`config.mk`:
```
export PLATFORM = sky130hd
export DESIGN_NAME = ma_frame_scheduler
export DESIGN_NICKNAME = d
export VERILOG_FILES = /design/src/rtl/ma_frame_scheduler_pkg.sv /design/src/rtl/ma_issue_delay.sv /design/src/rtl/ma_frame_scheduler.sv
export SDC_FILE = /design/constraint.sdc
export NUM_CORES = 1
export LEC_CHECK = 0
export ABC_CLOCK_PERIOD_IN_PS = 1790
export CAP_MARGIN = 10
export CORE_MARGIN = 4
export CORE_UTILIZATION = 44
export DETAILED_ROUTE_END_ITERATION = 8
export PLACE_DENSITY = 0.72
export SLEW_MARGIN = 20
export SYNTH_ARGS = -nofsm -noshare
export SYNTH_HDL_FRONTEND = slang
export SYNTH_HIERARCHICAL = 1
export SYNTH_SLANG_ARGS = --single-unit
```
`constraint.sdc`:
```
create_clock -name clk -period 1.79 [get_ports clk]
set_input_delay 0.4475 -clock clk [delete_from_list [all_inputs] [get_ports clk]]
set_output_delay 0.4475 -clock clk [all_outputs]
set_load 0.1 [all_outputs]
```
`src/rtl/ma_frame_scheduler_pkg.sv`:
```
// Shared types for the frame scheduler: FSM encoding and select-width helper.
package ma_frame_scheduler_pkg;

    typedef enum logic [2:0] {
        ST_IDLE,
        ST_CAPTURE,
        ST_ISSUE,
        ST_DRAIN,
        ST_DONE
    } state_t;

    localparam int MAX_CH    = 16;
    localparam int MAX_SEL_W = 4;

    // Context select width; a single channel still needs a 1-bit select.
    function automatic int sel_width(input int n);
        return (n > 1) ? $clog2(n) : 1;
    endfunction

endpackage

```
`src/rtl/ma_issue_delay.sv`:
```
// LAT-deep delay line carrying {ce, sel} so results land in the lane they were issued for.
module ma_issue_delay
    import ma_frame_scheduler_pkg::*;
#(
    parameter int LAT   = 1,
    parameter int SEL_W = 2
) (
    input  logic             clk,
    input  logic             aresetn,
    input  logic             ce_in,
    input  logic [SEL_W-1:0] sel_in,
    output logic             ce_out,
    output logic [SEL_W-1:0] sel_out
);

    logic [LAT:1]            vld_pipe;
    logic [LAT:1][SEL_W-1:0] sel_pipe;

    always_ff @(posedge clk or negedge aresetn) begin
        if (!aresetn) begin
            vld_pipe <= '0;
            sel_pipe <= '0;
        end else begin
            vld_pipe[1] <= ce_in;
            sel_pipe[1] <= sel_in;
            for (int i = 2; i <= LAT; i++) begin
                vld_pipe[i] <= vld_pipe[i-1];
                sel_pipe[i] <= sel_pipe[i-1];
            end
        end
    end

    assign ce_out  = vld_pipe[LAT];
    assign sel_out = sel_pipe[LAT];

endmodule

```
`src/rtl/ma_frame_scheduler.sv`:
```
// Time-multiplexes NUM_CH channels through one context-banked moving-average datapath
// once per DECIM-cycle tick and reassembles the filtered frame.
module ma_frame_scheduler
    import ma_frame_scheduler_pkg::*;
#(
    parameter int DATA_WIDTH = 16,
    parameter int NUM_CH     = 4,
    parameter int DECIM      = 100,
    parameter int LAT        = 1
) (
    input  logic                                 clk,
    input  logic                                 aresetn,
    input  logic                                 en,
    input  logic [NUM_CH*DATA_WIDTH-1:0]         din,
    output logic                                 ma_ce,
    output logic [sel_width(NUM_CH)-1:0]         ma_sel,
    output logic [DATA_WIDTH-1:0]                ma_din,
    input  logic [DATA_WIDTH-1:0]                ma_dout,
    output logic [NUM_CH*DATA_WIDTH-1:0]         dout,
    output logic                                 dout_valid,
    output logic                                 overrun
);

    localparam int SEL_W = sel_width(NUM_CH);
    localparam int CNT_W = (DECIM > 1) ? $clog2(DECIM) : 1;

    typedef logic [NUM_CH-1:0][DATA_WIDTH-1:0] frame_t;

    state_t           state, state_nxt;
    logic [CNT_W-1:0] tick_cnt;
    logic             tick;
    frame_t           din_v, snap, dout_r;
    logic [SEL_W-1:0] idx, sel_q;
    logic [DATA_WIDTH-1:0] din_q;
    logic             last_issue;
    logic             dl_ce;
    logic [SEL_W-1:0] dl_sel;

    assign din_v      = din;
    assign tick       = en && (tick_cnt == CNT_W'(DECIM - 1));
    assign last_issue = (idx == SEL_W'(NUM_CH - 1));

    always_ff @(posedge clk or negedge aresetn) begin
        if (!aresetn)
            tick_cnt <= '0;
        else if (!en || tick)
            tick_cnt <= '0;
        else
            tick_cnt <= tick_cnt + CNT_W'(1);
    end

    always_ff @(posedge clk or negedge aresetn) begin
        if (!aresetn) state <= ST_IDLE;
        else          state <= state_nxt;
    end

    always_comb begin
        state_nxt = state;
        case (state)
            ST_IDLE:    if (tick) state_nxt = ST_CAPTURE;
            ST_CAPTURE: state_nxt = ST_ISSUE;
            ST_ISSUE:   if (last_issue) state_nxt = ST_DRAIN;
            // Leave DRAIN in the cycle the final channel's result is written.
            ST_DRAIN:   if (dl_ce && dl_sel == SEL_W'(NUM_CH - 1)) state_nxt = ST_DONE;
            ST_DONE:    state_nxt = ST_IDLE;
            default:    state_nxt = ST_IDLE;
        endcase
    end

    // Issue-port values are held outside ISSUE so the datapath bus stays quiet.
    assign ma_ce      = (state == ST_ISSUE);
    assign ma_sel     = ma_ce ? idx       : sel_q;
    assign ma_din     = ma_ce ? snap[idx] : din_q;
    assign dout_valid = (state == ST_DONE);
    assign dout       = dout_r;

    always_ff @(posedge clk or negedge aresetn) begin
        if (!aresetn) begin
            snap    <= '0;
            idx     <= '0;
            sel_q   <= '0;
            din_q   <= '0;
            overrun <= 1'b0;
            dout_r  <= '0;
        end else begin
            if (state == ST_CAPTURE)
                snap <= din_v;
            if (state == ST_ISSUE)
                idx <= last_issue ? '0 : idx + SEL_W'(1);
            sel_q <= ma_sel;
            din_q <= ma_din;
            if (tick && state != ST_IDLE)
                overrun <= 1'b1;
            for (int k = 0; k < NUM_CH; k++)
                if (dl_ce && dl_sel == SEL_W'(k))
                    dout_r[k] <= ma_dout;
        end
    end

    ma_issue_delay #(
        .LAT   (LAT),
        .SEL_W (SEL_W)
    ) u_issue_delay (
        .clk     (clk),
        .aresetn (aresetn),
        .ce_in   (ma_ce),
        .sel_in  (ma_sel),
        .ce_out  (dl_ce),
        .sel_out (dl_sel)
    );

endmodule

```
=== After elaboration in Yosys (flattened, before gate mapping) ===
Cells that the tools add are included.

* Output and inout bits: 85
* Register bits: 160
* Bits of input ports: 83

* $add $sub $neg: 2
* Equality and inequality tests: 12
* Reduce and logical (&&, ||, !) cells: 12
* $lt $le $gt $ge: 1
* Muxes and demuxes: 10

{| class="wikitable"
|+ Operators by type and width
! cell !! number
|-
| $bmux W16 S2 || 1
|-
| $mux W16 || 2
|-
| $pmux W3 S4 || 1
|-
| $mux W3 || 3
|-
| $add A7 B1 Y7 const B || 1
|-
| $eq A7 B7 Y1 const B || 1
|-
| $mux W7 || 1
|-
| $eq A2 B2 Y1 const B || 3
|-
| $eq A3 B2 Y1 const B || 2
|-
| $logic_and A1 B1 Y1 || 6
|-
| $mux W2 || 2
|-
| $ne A2 B2 Y1 const B || 2
|-
| $eq A3 B1 Y1 const B || 1
|-
| $eq A3 B3 Y1 const B || 1
|-
| $logic_not A3 Y1 || 1
|-
| $lt A2 B3 Y1 const B || 1
|-
| $reduce_and A3 Y1 || 1
|-
| $reduce_bool A3 Y1 || 1
|-
| $add A2 B1 Y2 const B || 1
|-
| $eq A2 B1 Y1 const B || 1
|-
| $logic_not A2 Y1 || 1
|-
| $ne A2 B1 Y1 const B || 1
|-
| $logic_not A1 Y1 || 1
|-
| $logic_or A1 B1 Y1 || 1
|}

=== Longest topological paths before layout ===
Gate-level depths: netlist of the first run.

* Depth after elaboration: 4
* Gate-level depth with buffers: 5
* Mapped depth without buffers: 4

=== By module ===
Netlist of the first run, hierarchy kept.

{| class="wikitable"
|+ By module, submodules not included
! module !! instances !! sequential area each (um^2) !! area an instance (um^2) !! cells an instance
|-
| ma_frame_scheduler || 1 || 3,978.8 || 6,467.5 || 430
|-
| ma_issue_delay || 1 || 75.1 || 75.1 || 3
|}

=== Least setup slack after synthesis of the first run ===
OpenSTA, ideal clock, no wires.

* Kind: reg-to-output
* From: register state[2]
* To: output ma_din[0]
* Required time: 1.342 ns
* Slack: -1.472 ns
* Data arrival time: 2.814 ns
* Stages on the path, launching flop included: 5
* Path through: dfrtp_1 -> or3b_4 -> clkinv_2 -> nand2_4 -> o221ai_1

* Word-level cells in the longest chain between the ends: 2

{| class="wikitable"
|+ Ends and longest elaborated chain
! element !! RTL line !! text
|-
| start: declaration || ma_frame_scheduler.sv:29 || <nowiki>state_t state, state_nxt;</nowiki>
|-
| start signal: assignment || ma_frame_scheduler.sv:54 || <nowiki>else state <= state_nxt;</nowiki>
|-
| $eq A3 B2 Y1 || ma_frame_scheduler.sv:71 || <nowiki>assign ma_ce = (state == ST_ISSUE);</nowiki>
|-
| named net ma_ce || ma_frame_scheduler.sv:15 || <nowiki>output logic ma_ce,</nowiki>
|-
| $mux W16 || ma_frame_scheduler.sv:73 || <nowiki>assign ma_din = ma_ce ? snap[idx] : din_q;</nowiki>
|-
| end: declaration || ma_frame_scheduler.sv:17 || <nowiki>output logic [DATA_WIDTH-1:0] ma_din,</nowiki>
|}

The timed path passes the listed nets, and every way through them passes these cells.

=== Worst setup path after layout of the first run ===
* From: register state[0]
* To: output ma_din[4]

* Word-level cells in the longest chain between the ends: 2

{| class="wikitable"
|+ Ends and longest elaborated chain
! element !! RTL line
|-
| $eq A3 B2 Y1 || ma_frame_scheduler.sv:71
|-
| $mux W16 || ma_frame_scheduler.sv:73
|}

No other way between the ends.

==> results.json, run 1 <==
{
  "ys_ff_latch": 162,
  "cts_tree": "yes",
  "antenna_left": 0,
  "status": "finished with violations",
  "syn-num-nets": 518,
  "maxSlewViolCount": 0,
  "syn-mean-instance-area_um2": 15.1,
  "cts_max_path_buffers": 2,
  "reg2reg_from": "state[1]",
  "first_iter_violations": 175,
  "clock_power_share_pct": 43.6,
  "multiInputGateArea_mm2": 0.00276,
  "clk_latency_ps": 420,
  "min_from": "tick_cnt[0]",
  "yosys_warnings": 6,
  "vias": 4423,
  "grt.met2_usage_pct": 34.3,
  "cp_max_fo": 4,
  "clkSinkCount": 162,
  "synth_cells": 433,
  "synthTopCellsByArea": "dfrtp_1 62%, mux2_2 22%, mux2i_1 4.9%",
  "fin_cells": 840,
  "place_hpwl_mm": 11.6,
  "antenna_found_initial": 0,
  "power.leakage_nw": 4.73,
  "p_int_mw": 6.42,
  "grt_busiest_layer": "met2",
  "grt_pass1_wl_mm": 25.4,
  "htreeDepth": 4,
  "grt.overflow.total": 0,
  "clk_pin_slew_ps": 60,
  "ioPinCount": 168,
  "violations": "setup timing",
  "coreArea_mm2": 0.0145,
  "hp-class": "flop to flop",
  "grt_use_met3_pct": 6.92,
  "p_seq_share_pct": 44.5,
  "rsz0062_at_grt": "yes",
  "layout_min_cycle_time_ps": 2430,
  "die_w_um": 130,
  "dr.pass1.iters": 4,
  "crit_required_ps": 1340,
  "cap_viol_max_count": 0,
  "port_buffers": 167,
  "fin_util_pct": 74.1,
  "seq_area_mm2": 0.00406,
  "synth_top_area_share_pct": 62.0,
  "grt_pass1_vias": 4845,
  "cts_inserted_buffers": 17,
  "area_growth_pct": 64.7,
  "hold-worst-slack_ps": 461,
  "antennaDiodeCount": 0,
  "viasPerCell": 5.27,
  "max_freq_mhz": 411,
  "worstMarginPinSlew_ps": 479,
  "syn_area_mm2": 0.00654,
  "dp_cells": 791,
  "worst_r2r_endpoint": "snap[57]",
  "grt_use_total_pct": 19.9,
  "drc_errors": 0,
  "dieArea_mm2": 0.0169,
  "synth_flop_cell": "dfrtp_1",
  "core.rowCount": 44,
  "comb_power_share_pct": 11.9,
  "worstPathArrival_ps": 1990,
  "route.detailed.wl_per_inst_um": 20.4,
  "fin_crit_sh_pct": 136,
  "nets": 728,
  "async_flop_share_pct": 100,
  "synth.distinct_cells": 37,
  "reg2reg_depth": 7,
  "setup_ws_ps": -643,
  "place.gp.congestion": 0.765,
  "drive_gt1_share_pct": 48.6,
  "ys_seq_area_share_pct": 62.0,
  "yosysMostFrequentCell": "dfrtp_1",
  "root_buffer": "clkbuf_16",
  "synth_top_cell_by_area": "dfrtp_1",
  "start_util_pct": 45.0,
  "synth-edff-count": 0,
  "switchingPower_mw": 2.09,
  "p_per_area_mw_per_mm2": 789,
  "hold_path_end": "tick_cnt[0]",
  "maxSlewHeadroom_pct": 68.1,
  "reg2reg_slack_ps": -60,
  "wl_mm": 17.1,
  "endpoint_kind": "primary output",
  "finalSetupViolations": 81,
  "met1_usage_pct": 23.4,
  "peakVddDrop_mv": 0.482,
  "p_sw_share_pct": 24.6,
  "grt_max_degree": 55,
  "fillers": 903,
  "hold_viol": 0,
  "die_y_um": 130,
  "hold_depth": 1,
  "synthTopCellsByCount": "162 x dfrtp_1, 127 x mux2_2, 32 x mux2i_1",
  "cp-start-kind": "flop",
  "crit_type": "flop to primary output",
  "skew_ps": 5.30
}
==> worst max-delay path by stage <==
stage / startpoint / to / slack, ps / depth (start not counted)
6_report: state[0] / ma_din[4] / -640 / 5
5_1_grt: state[2] / ma_din[14] / -700 / 5
4_1_cts: state[2] / ma_din[14] / -710 / 5
2_1_floorplan: state[2] / ma_din[10] / -560 / 5
3_5_place_dp: state[2] / ma_din[14] / -300 / 5
3_3_place_gp: state[2] / ma_din[14] / -270 / 5
==> per-stage QoR <==
step / power [mW] / worst slack, ps / setup TNS (ps) / cell area (µm²)
3_5_place_dp: 4.87 / -300 / -4500 / 9720
6_report: 8.51 / -643 / -13560 / 10800
5_1_grt: 8.79 / -700 / -19240 / 10800
2_1_floorplan: 4.29 / -564 / -12600 / 6840
3_3_place_gp: 4.85 / -266 / -3830 / 9720
4_1_cts: 8.58 / -710 / -12410 / 10500
==> registers in the layout, summed over array words and instances (netlist names) <==
register	cells
dout	64
u_issue_delay/sel_out	2
u_issue_delay/ce_out	1
state	3
snap	64
din_q	16
sel_q	2
tick_cnt	7
overrun	1
idx	2
==> cells by family (layout without fill, tap and decap cells) <==
logic type | count (synthesis) | in the layout | share of synthesized area (%)
AO/OA/AOI/OAI | 24 | 24 | 3.84
XOR/XNOR | 3 | 3 | 0.402
adder cells (fa/ha/maj) | 2 | 2 | 0.382
buffers and inverters | 25 | 246 | 2.24
flip-flops | 162 | 162 | 62.0
multiplexers | 160 | 160 | 26.9
AND/OR/NAND/NOR | 57 | 59 | 4.25
==> critical path: stages, from the launching register on <==
cell      delay (ps)
dfrtp_1          410
or3b_4           460
clkinv_8         100
nand2_4          130
o221ai_4         250
buf_12           210
==> power groups by stage <==
stage	Sequential, mW	Combinational (mW)	Clock, mW
3_5_place_dp	3.86	1.02	0
5_1_grt	3.79	1.05	3.94
4_1_cts	3.79	1.02	3.77
6_report	3.79	1.01	3.71
3_3_place_gp	3.85	1.00	0
2_1_floorplan	4.23	0.0612	0
==> what timing repair did <==
item	4_1_cts	5_1_grt
gates cloned	2	8
pin swaps	4	10
hold buffers	1	0
endpoints found under the hold margin	43	0
endpoints found under the setup margin	20	74
gates resized for setup	18	36
setup buffers	2	4
==> final cells by class <==
type / count / area share, %
Sequential cell: 162 / 37.6
Timing Repair Buffer: 209 / 28.7
Multi-Input combinational cell: 248 / 25.6
Clock buffer: 19 / 4.20
Tap cell: 184 / 2.14
Clock inverter: 13 / 1.46
Inverter: 5 / 0.290
==> cells in the final DEF, fill, tap and decap left out, types with 3 or more instances in the layout <==
| cell | count |
|---|---|
| dfrtp_1 | 161 |
| mux2_2 | 106 |
| buf_12 | 94 |
| clkdlybuf4s50_1 | 81 |
| mux2i_1 | 32 |
| nand2_1 | 23 |
| mux2_4 | 21 |
| clkbuf_16 | 21 |
| buf_4 | 18 |
| o221ai_4 | 16 |
| nor2_1 | 10 |
| buf_6 | 7 |
| nand2_4 | 4 |
| inv_1 | 4 |
| clkinv_2 | 4 |
| clkinvlp_4 | 4 |
| nand2_8 | 3 |
| nand3_1 | 3 |
| nor3_1 | 3 |
| bufinv_16 | 3 |
| buf_8 | 3 |
==> routing by layer <==
| layer | part of all wire (%) | routed length [µm] |
|---|---|---|
| met1 | 41 | 6970 |
| met2 | 50 | 8560 |
| met3 | 7.2 | 1230 |
| met4 | 2.0 | 345 |
| met5 | 0 | 0 |
No activity file was read; power rests on OpenSTA's default activity.
==> run 2: changes to the inputs <==
CORE_UTILIZATION = 35   (was 44)
PLACE_DENSITY = 0.59   (was 0.72)
==> results.json, run 2 (synthesis results as in run 1) <==
{
  "clk_pin_slew_ps": 60,
  "p_int_mw": 6.67,
  "peakVddDrop_mv": 0.643,
  "die_y_um": 145,
  "cpMostUsedCell": "buf_12",
  "place_hpwl_mm": 12.4,
  "endpoint_kind": "primary output",
  "clock_power_share_pct": 45.1,
  "seq_area_mm2": 0.00406,
  "fin_util_pct": 58.6,
  "ioPinCount": 168,
  "fillers": 1441,
  "fin_cells": 880,
  "core.rowCount": 49,
  "wl_mm": 16.6,
  "dr.pass1.iters": 4,
  "hold-worst-slack_ps": 472,
  "p_seq_share_pct": 43.3,
  "cts_max_path_buffers": 2,
  "drive_gt1_share_pct": 48.1,
  "layout_common_cells": "161 x dfrtp_1, 127 x mux2_2, 95 x buf_12",
  "start_util_pct": 36.1,
  "path_buf_inv": 2,
  "grt_pass1_wl_mm": 25.8,
  "maxSlewViolCount": 0,
  "switchingPower_mw": 2.08,
  "route.detailed.wl_per_inst_um": 18.9,
  "grt_pass1_vias": 4730,
  "cts_tree": "yes",
  "grt.overflow.total": 0,
  "clk_latency_ps": 420,
  "clkSinkCount": 162,
  "reg2reg_depth": 4,
  "power.leakage_nw": 4.65,
  "cap_viol_max_count": 0,
  "mostFrequentLayoutCell": "dfrtp_1",
  "crit_required_ps": 1340,
  "nets": 724,
  "antenna_found_initial": 0,
  "dp_cells": 841,
  "hp-class": "flop to flop",
  "max_freq_mhz": 415,
  "crit_family": "simple AND/OR/NAND/NOR gates",
  "violations": "setup timing",
  "maxSlewHeadroom_pct": 67.8,
  "port_buffers": 167,
  "area_growth_pct": 62.6,
  "crit_chain": "nand2b_1, or3_4, buf_12, o221ai_4, buf_12",
  "root_buffer": "clkbuf_16",
  "worstMarginPinSlew_ps": 483,
  "htreeDepth": 4,
  "multiInputGateArea_mm2": 0.00267,
  "viasPerCell": 4.87,
  "hold_depth": 1,
  "slowest_delay_ps": 400,
  "cp_slowest_cell": "dfrtp_1",
  "cp.depth": 5,
  "crit_type": "flop to primary output",
  "grt_max_degree": 48,
  "hold_viol": 0,
  "fin_crit_sh_pct": 135,
  "place.gp.congestion": 0.780,
  "antenna_left": 0,
  "comb_power_share_pct": 11.6,
  "rsz0062_at_grt": "yes",
  "coreArea_mm2": 0.0181,
  "drc_errors": 0,
  "first_iter_violations": 78,
  "p_per_area_mw_per_mm2": 823,
  "setup_ws_ps": -619,
  "cp_max_fo": 8,
  "layout_min_cycle_time_ps": 2410,
  "finalSetupViolations": 20,
  "die_w_um": 145,
  "cp-start-kind": "flop",
  "p_sw_share_pct": 23.8,
  "cts_inserted_buffers": 17,
  "skew_ps": 7.26,
  "vias": 4288,
  "status": "finished with violations",
  "worstPathArrival_ps": 1960,
  "antennaDiodeCount": 0,
  "grt_use_total_pct": 16.2,
  "dieArea_mm2": 0.0209
}
-- run 2: repair_timing --
item                                    4_1_cts  5_1_grt
hold endpoints to repair                     38        0
hold buffers                                  1        0
gates resized for setup                      14        8
endpoints found under the setup margin       20       20
pin swaps                                     5        4
setup buffers                                 1        4
gates cloned                                  2        0
-- run 2: final cells by class --
cell class,count,area share (%)
flip-flops and latches,162,38.1
clock buffers,19,4.16
well taps,229,2.69
multi-input cells,248,25.1
clock inverters,12,1.93
repair buffers,205,27.7
inverters,5,0.294
-- run 2: final timing paths --
check	startpoint	to	slack (ps)
max	state[2]	ma_din[14]	-620
min	tick_cnt[0]	tick_cnt[0]	470
max reg2reg	state[1]	snap[41]	80
min reg2reg	tick_cnt[0]	tick_cnt[0]	470
max in group asynchronous	aresetn	dout[15]	690
min in group asynchronous	aresetn	dout[35]	560
-- run 2: metal layers --
metal	up-vias	wire [µm]	track usage [%]
li1	1975	-	-
met1	2170	6990	19.8
met2	127	8290	27.1
met3	16	1170	5.69
met4	0	170	4.76
met5	-	0	0
-- run 2: through the flow --
| step | setup TNS, ps | power, mW | cell area [µm²] | worst slack (ps) |
|---|---|---|---|---|
| final | -11230 | 8.75 | 10600 | -619 |
| after floorplan | -12600 | 4.29 | 6840 | -564 |
| after CTS | -11450 | 8.86 | 10600 | -628 |
| after global routing | -12390 | 9.05 | 10600 | -681 |
| after global placement | -4380 | 4.87 | 9830 | -294 |
| after detailed placement | -5010 | 4.88 | 9830 | -331 |
-- run 2: power by group through the flow --
| stage | combinational [mW] | sequential [mW] | clock (mW) |
|---|---|---|---|
| finish | 1.02 | 3.79 | 3.95 |
| global route | 1.06 | 3.79 | 4.20 |
| CTS | 1.03 | 3.79 | 4.05 |
| detailed placement | 1.02 | 3.86 | 0 |
| global placement | 1.01 | 3.85 | 0 |
| floorplan | 0.0612 | 4.23 | 0 |
==> run 3: changes to the inputs <==
ABC_CLOCK_PERIOD_IN_PS = 2600   (was 1790)
PLACE_DENSITY = 0.56   (was 0.59)
clock period = 2.6 ns   (was 1.79 ns; I/O delays follow)
==> results.json, run 3 (synthesis results as in run 1) <==
{
  "grt_pass1_vias": 4640,
  "htreeDepth": 4,
  "peakVddDrop_mv": 0.433,
  "area_growth_pct": 45.7,
  "cap_viol_max_count": 0,
  "viasPerCell": 4.87,
  "p_int_mw": 4.29,
  "switchingPower_mw": 1.37,
  "layout_min_cycle_time_ps": 2610,
  "hold_viol": 0,
  "cts_max_path_buffers": 2,
  "nets": 710,
  "dieArea_mm2": 0.0209,
  "fillers": 1600,
  "antenna_found_initial": 2,
  "worstPathArrival_ps": 1960,
  "root_buffer": "clkbuf_16",
  "cp-start-kind": "flop",
  "place_hpwl_mm": 11.7,
  "finalSetupViolations": 7,
  "first_iter_violations": 156,
  "path_buf_inv": 2,
  "cp_max_fo": 8,
  "coreArea_mm2": 0.0181,
  "die_w_um": 145,
  "core.rowCount": 49,
  "skew_ps": 8.27,
  "ioPinCount": 168,
  "clk_pin_slew_ps": 60,
  "max_freq_mhz": 383,
  "rsz0062_at_grt": "yes",
  "endpoint_kind": "primary output",
  "drive_gt1_share_pct": 46.2,
  "grt_pass1_wl_mm": 25.5,
  "setup_ws_ps": -8.76,
  "dr.pass1.iters": 4,
  "antenna_left": 0,
  "wl_mm": 16.2,
  "p_per_area_mw_per_mm2": 594,
  "clkSinkCount": 162,
  "p_sw_share_pct": 24.3,
  "cts_tree": "yes",
  "p_seq_share_pct": 45.7,
  "grt.overflow.total": 0,
  "grt_use_total_pct": 16.0,
  "seq_area_mm2": 0.00406,
  "crit_family": "simple AND/OR/NAND/NOR gates",
  "holdBufCountCts": 0,
  "clock_power_share_pct": 43.9,
  "route.detailed.wl_per_inst_um": 18.7,
  "mostFrequentLayoutCell": "dfrtp_1",
  "cp_slowest_cell": "or3b_4",
  "hp-class": "primary input to asynchronous set/reset pin",
  "clk_latency_ps": 420,
  "dp_slack_ps": 254,
  "place.gp.congestion": 0.769,
  "status": "finished with violations",
  "layout_common_cells": "159 x dfrtp_1, 127 x mux2_2, 85 x buf_4",
  "maxSlewViolCount": 0,
  "vias": 4229,
  "slowest_delay_ps": 450,
  "crit_required_ps": 1950,
  "start_util_pct": 36.1,
  "port_buffers": 167,
  "maxSlewHeadroom_pct": 55.7,
  "finalPower_mw": 5.66,
  "violations": "setup timing",
  "crit_type": "flop to primary output",
  "comb_power_share_pct": 10.4,
  "multiInputGateArea_mm2": 0.00263,
  "grt_max_degree": 55,
  "fin_crit_sh_pct": 100,
  "die_y_um": 145,
  "crit_chain": "or3b_4, clkinv_8, nand2_8, o221ai_4, buf_12",
  "power.leakage_nw": 4.26,
  "worstMarginPinSlew_ps": 665,
  "drc_errors": 0,
  "cts_inserted_buffers": 17
}
[run 3: cell types whose count changed in the layout (fill, tap and decap cells not counted), sizes merged]
cell         change
buf             -13
clkbuf           +3
bufinv           -2
clkinv           +2
inv              -2
diode            +1
dlygate4sd3      -1
[run 3: power by group through the flow]
stage	registers, mW	clock network [mW]	logic [mW]
detailed placement	2.63	0	0.596
CTS	2.59	2.57	0.597
finish	2.59	2.48	0.589
global route	2.59	2.68	0.620
global placement	2.63	0	0.589
floorplan	2.91	0	0.0421
[run 3: repair_timing]
item	in CTS	in global routing
gates cloned	3	0
endpoints found under the setup margin	18	17
resized for setup	7	0
pin swaps	11	1
setup buffers	6	2
[run 3: layout make-up]
| cell class | count | area share, % |
|---|---|---|
| clock buffer | 22 | 4.77 |
| clock inverter | 10 | 1.40 |
| antenna | 1 | 0.0263 |
| multi-input combinational | 248 | 27.6 |
| sequential | 162 | 42.6 |
| tap | 229 | 3.01 |
| timing repair buffer | 191 | 20.3 |
| inverter | 5 | 0.328 |
[run 3: metal layers]
metal	vias to the layer above	wire length, µm	global-route usage (%)
met5	-	29	0
met4	4	265	5.45
met3	20	1350	6.21
met2	140	7220	24.0
met1	2124	7370	21.4
li1	1941	-	-
[run 3: worst paths after layout]
| kind | from | endpoint | slack [ps] | cells past startpoint |
|---|---|---|---|---|
| worst max-delay path | state[0] | ma_din[8] | -9 | 5 |
| worst min-delay path | aresetn | dout[16] | 170 | 1 |
| worst max register to register | state[1] | snap[2] | 630 | 4 |
| worst min register to register | tick_cnt[0] | tick_cnt[0] | 470 | 1 |
| max in group asynchronous | aresetn | snap[23] | 1600 | 2 |
| min in group clk | tick_cnt[0] | tick_cnt[0] | 470 | 1 |
[run 3: per-stage QoR]
stage / instance area [µm²] / setup TNS, ps / std cells / hold WS (ps) / util [%]
floorplan: 6790 / 0 / 433 / 354 / -
global placement: 8800 / 0 / 824 / 450 / 48.5
detailed placement: 8800 / 0 / 824 / 468 / 48.5
CTS: 9510 / -492 / 865 / 178 / 52.4
global route: 9530 / -1190 / 867 / 199 / 52.5
finish: 9530 / -30.2 / 868 / 173 / 52.5
